`config.mk`:
```
export PLATFORM = sky130hd
export DESIGN_NAME = seq_detector_param
export DESIGN_NICKNAME = d
export VERILOG_FILES = /design/src/rtl/seq_detector_param.sv
export SDC_FILE = /design/constraint.sdc
export NUM_CORES = 1
export LEC_CHECK = 0
export CELL_PAD_IN_SITES_DETAIL_PLACEMENT = 0
export CELL_PAD_IN_SITES_GLOBAL_PLACEMENT = 1
export CORE_MARGIN = 2
export CORE_UTILIZATION = 40
export DETAILED_ROUTE_END_ITERATION = 7
export DONT_BUFFER_PORTS = 1
export GPL_TIMING_DRIVEN = 0
export PLACE_DENSITY = 0.79
export SETUP_SLACK_MARGIN = 0.15
export SYNTH_ARGS = -nofsm -noshare
export SYNTH_HDL_FRONTEND = slang
export SYNTH_SLANG_ARGS = --single-unit
```
`constraint.sdc`:
```
create_clock -name clk -period 3.9 [get_ports clk]
set_input_delay 0.39 -clock clk [delete_from_list [all_inputs] [get_ports clk]]
set_output_delay 0.39 -clock clk [all_outputs]
set_load 0.01 [all_outputs]
```
`src/rtl/seq_detector_param.sv`:
```
// Parametrised serial bit-pattern detector.
// Tracks the matched prefix length of PATTERN with a KMP-style automaton,
// flags matches in Moore or Mealy style (runtime selectable), supports
// overlapping or non-overlapping detection and keeps a saturating match count.
module seq_detector_param #(
    parameter int             N       = 4,
    parameter logic [N-1:0]   PATTERN = 4'b1011,
    parameter int             CNT_W   = 8
) (
    input  logic                     clk,
    input  logic                     reset,
    input  logic                     step,
    input  logic                     X,
    input  logic                     M,
    input  logic                     OVL,
    output logic                     Z,
    output logic [$clog2(N+1)-1:0]   Q,
    output logic [CNT_W-1:0]         count
);

    localparam int QW = $clog2(N + 1);
    localparam logic [QW-1:0]    FULL    = QW'(N);
    localparam logic [CNT_W-1:0] CNT_MAX = {CNT_W{1'b1}};

    // Bit i of the pattern in arrival order (i = 0 is the first bit received).
    function automatic logic pat_bit(input int i);
        logic [N-1:0] sh;
        sh = PATTERN >> (N - 1 - i);
        return sh[0];
    endfunction

    // Longest proper prefix of the full pattern that is also its suffix.
    function automatic logic [QW-1:0] fail_full();
        int   best;
        logic ok;
        best = 0;
        for (int l = 1; l < N; l++) begin
            ok = 1'b1;
            for (int j = 0; j < N; j++) begin
                if (j < l) begin
                    ok = ok & (pat_bit(j) == pat_bit(N - l + j));
                end else begin
                    ok = ok;
                end
            end
            if (ok) begin
                best = l;
            end else begin
                best = best;
            end
        end
        return QW'(best);
    endfunction

    localparam logic [QW-1:0] FAIL_N = fail_full();

    // Longest pattern prefix that is a suffix of (prefix of length b, then x).
    // Candidates are scanned shortest first so the longest match wins.
    function automatic logic [QW-1:0] next_k(input logic [QW-1:0] b, input logic x);
        int   bi;
        int   idx;
        int   res;
        logic ok;
        logic sbit;
        bi  = int'(b);
        res = 0;
        for (int l = 1; l <= N; l++) begin
            if (l <= bi + 1) begin
                ok = 1'b1;
                for (int j = 0; j < N; j++) begin
                    if (j < l) begin
                        idx  = bi + 1 - l + j;
                        sbit = (idx < bi) ? pat_bit(idx) : x;
                        ok   = ok & (sbit == pat_bit(j));
                    end else begin
                        ok = ok;
                    end
                end
                if (ok) begin
                    res = l;
                end else begin
                    res = res;
                end
            end else begin
                res = res;
            end
        end
        return QW'(res);
    endfunction

    logic [QW-1:0]    k_r;
    logic [CNT_W-1:0] count_r;
    logic             full_r;
    logic [QW-1:0]    base_s;
    logic [QW-1:0]    k_next_s;
    logic             hit_s;
    logic             mealy_s;

    // Next-state decode: choose the restart base, then extend it by X.
    always_comb begin
        base_s = k_r;
        if (k_r == FULL) begin
            base_s = OVL ? FAIL_N : {QW{1'b0}};
        end else begin
            base_s = k_r;
        end
        k_next_s = next_k(base_s, X);
        hit_s    = (k_next_s == FULL);
        mealy_s  = step & ~reset & hit_s;
    end

    // State, Moore flag and saturating match counter; reset wins over step.
    always_ff @(posedge clk) begin
        if (reset) begin
            k_r     <= {QW{1'b0}};
            full_r  <= 1'b0;
            count_r <= {CNT_W{1'b0}};
        end else if (step) begin
            k_r    <= k_next_s;
            full_r <= hit_s;
            if (hit_s && (count_r != CNT_MAX)) begin
                count_r <= count_r + CNT_W'(1);
            end else begin
                count_r <= count_r;
            end
        end else begin
            k_r     <= k_r;
            full_r  <= full_r;
            count_r <= count_r;
        end
    end

    assign Z     = M ? mealy_s : full_r;
    assign Q     = k_r;
    assign count = count_r;

endmodule

```
==> impl_metrics.toml <==
[status]
outcome = "finished, violations left"
violations = "negative setup slack"

[synthesis]
synth_seq_cells = 12
synthDistinctLibCells = 63
async_flop_share = 0
synth_top_cell_by_area = "ha_1"
avgSynthCellArea_um2 = 7.97
synth.top_cell.area_share = 0.162
syn_nets = 231
yosys_warnings = 0
synth_most_common_cell = "ha_1"
synth.area.top_cells = "ha_1 16%, dfxtp_1 15%, a21oi_1 6.2%"
synth_common_cells = "21 x ha_1, 20 x a21oi_1, 20 x nand2_1, 12 x dfxtp_1, 12 x inv_1"
synth_edf_count = 0
syn_inst = 204
synth_area_um2 = 1630
ys.flop_type = "dfxtp_1"
synth_seq_area_share = 0.148

[sta]
maxSlewHeadroom = 0.664
timing.fmax_mhz = 247
skew_ns = 0.00318
fin_ws_ns = -0.151
finalHoldViolations = 0
worst_pin_slew_ns = 0.502
finalSetupViolations = 3
fin_crit_sh = 1.04
rsz0062_at_grt = "true"
period_minus_slack_ns = 4.05
setup_tns_ns = -0.424
drv_slew = 0

[layout]
drive_above_1_share = 0.284
antenna_cells = 0
area_delta_synth_final_pct = 23.6
fin_nets = 250

[detailed_routing]
vias = 1633
drt-total-wl_um = 4620
ant_nets = 0
wl_per_cell_um = 17.0
drtPass1Iterations = 4
drcViolationCount = 0
first_iter_violations = 69
via_per_inst = 6.00

[clock_network]
root_buffer = "clkbuf_8"
cts.path.max_buffers = 2
cts_tree = "built"
cts_inserted_buffers = 3
cts.sinks = 12
clock_latency_ns = 0.23
path_clk_slew_ns = 0.05
ctsHoldBuffers = 0
htreeDepth = 1

[global_routing]
globalRouteMet1Util = 0.259
grt_pass1_wl_um = 7340
top_usage_layer = "met2"
antenna_found_initial = 0
grt_util_all_layers = 0.208
grt_pass1_vias = 1547
grt_max_degree = 11
overflow = 0
use_met2 = 0.358
met3_usage = 0.0300

[pwr]
vdd.ir_drop.worst_mv = 0.240
swShare = 0.365
p_seq_frac = 0.272
fin_total_pwr_uw = 472
internal-power_uw = 300
p_per_area_nw_per_um2 = 235
clkPwrFrac = 0.239
power_switching_uw = 172
leakage_uw = 0.000812
combPwrFrac = 0.489

[worst_setup_path]
required_ns = 4.06
crit_path_end_kind = "register"
critPathMaxFanout = 8
worstPathArrival_ns = 4.21
crit_path_start_kind = "register"
path_class = "reg2reg"

[floorplan]
start_util = 0.413
die-area_um2 = 4590
io_pins = 18
rows = 23
die_h_um = 67.8
die_w_um = 67.8
core_area_um2 = 3940

[placed_design]
dp_hpwl_um = 3300
io_buffers = 0
place.gp.congestion = 0.881
pre_cts_ws_ns = -0.399

[hold_path]
hp-class = "in2reg"

[flow_run]
maxCapViolations = 0
power by group through the flow:
stage	clock [µW]	combinational (µW)	sequential (µW)
detailed placement	0	204	131
global placement	0	196	131
finish	113	231	128
CTS	116	225	128
global route	122	251	128
floorplan	0	167	130
cell type report:
cell class,instances,area [µm²]
clock buffers,4,45.0
repair buffers,14,113
plain buffers,10,93.8
flip-flops and latches,12,245
well taps,50,62.6
fillers,358,1930
multi-input cells,168,1390
inverters,14,57.6
stage by stage:
| step | utilization | hold slack [ns] | instance area (µm²) | std cells |
|---|---|---|---|---|
| detailed placement | 0.448 | 0.477 | 1770 | 254 |
| CTS | 0.496 | 0.232 | 1950 | 271 |
| finish | 0.510 | 0.234 | 2010 | 272 |
| global route | 0.510 | 0.226 | 2010 | 272 |
| floorplan | - | 0.449 | 1700 | 204 |
| global placement | 0.448 | 0.463 | 1770 | 254 |
what timing repair did:
item                                    4_1_cts  5_1_grt
resized for setup                            10       12
cloned                                        0        0
endpoints found under the setup margin       12        9
setup buffers                                13        1
pin swaps                                    10       13
kinds of logic (layout without fill, tap and decap cells):
group / after synthesis / in the layout / share of synthesized area
AOI/OAI and AO/OA: 63 / 63 / 0.278
DFF: 12 / 12 / 0.148
buffers and inverters: 24 / 42 / 0.0854
and+or+nand+nor: 74 / 74 / 0.252
muxes: 6 / 6 / 0.0431
xor gates and xnor gates: 4 / 4 / 0.0331
adders and majority gates: 21 / 21 / 0.162
layout by cell type, fill, tap and decap left out, types with 3 or more instances in the layout:
cell,Yosys,layout
nand2b_1,6,6
a31oi_1,6,6
nor3_1,3,3
mux2i_1,3,3
buf_6,3,7
a21oi_1,20,14
a21oi_2,1,7
nor2b_1,3,3
or3_1,5,3
ha_4,0,5
nand4_1,3,3
and3_1,5,5
dfxtp_1,12,10
buf_4,1,12
nor2_1,10,9
inv_2,1,3
clkbuf_8,1,4
o21ai_1,9,9
a21o_1,3,3
o21ai_0,3,3
nand2_1,20,20
nor3b_1,3,3
nand3_1,4,4
inv_1,12,9
ha_1,21,16
metal layers:
layer | part of all wire | vias up
li1 | - | 787
met1 | 0.45 | 792
met2 | 0.49 | 40
met3 | 0.035 | 14
met4 | 0.023 | 0
met5 | 0 | -
critical path, cell delays in order (launching register included):
cell and delay, ns:
dfxtp_4 0.38, buf_6 0.10, and3b_1 0.18, or2_1 0.23, buf_6 0.14, ha_4 0.17, xnor2_4 0.19, buf_6 0.15
inv_4 0.04, ha_4 0.27, inv_1 0.05, nand4_1 0.09, and4b_1 0.23, nor4_4 0.26, mux2i_2 0.36, o2111ai_4 0.17
buf_4 0.16, buf_6 0.13, or4_4 0.52, a21oi_2 0.16
final timing paths:
kind | start | end | slack, ns | cells after the start
max | Q[1] | count[6] | -0.15 | 19
min | reset | Q[0] | 0.23 | 1
max reg2reg | Q[1] | count[6] | -0.15 | 19
min reg2reg | full_r | full_r | 0.50 | 2
registers in the layout (all words and copies together), names as in the netlist:
name,count
full_r,1
count,8
Q,3
(Power assumes the default switching activity.)
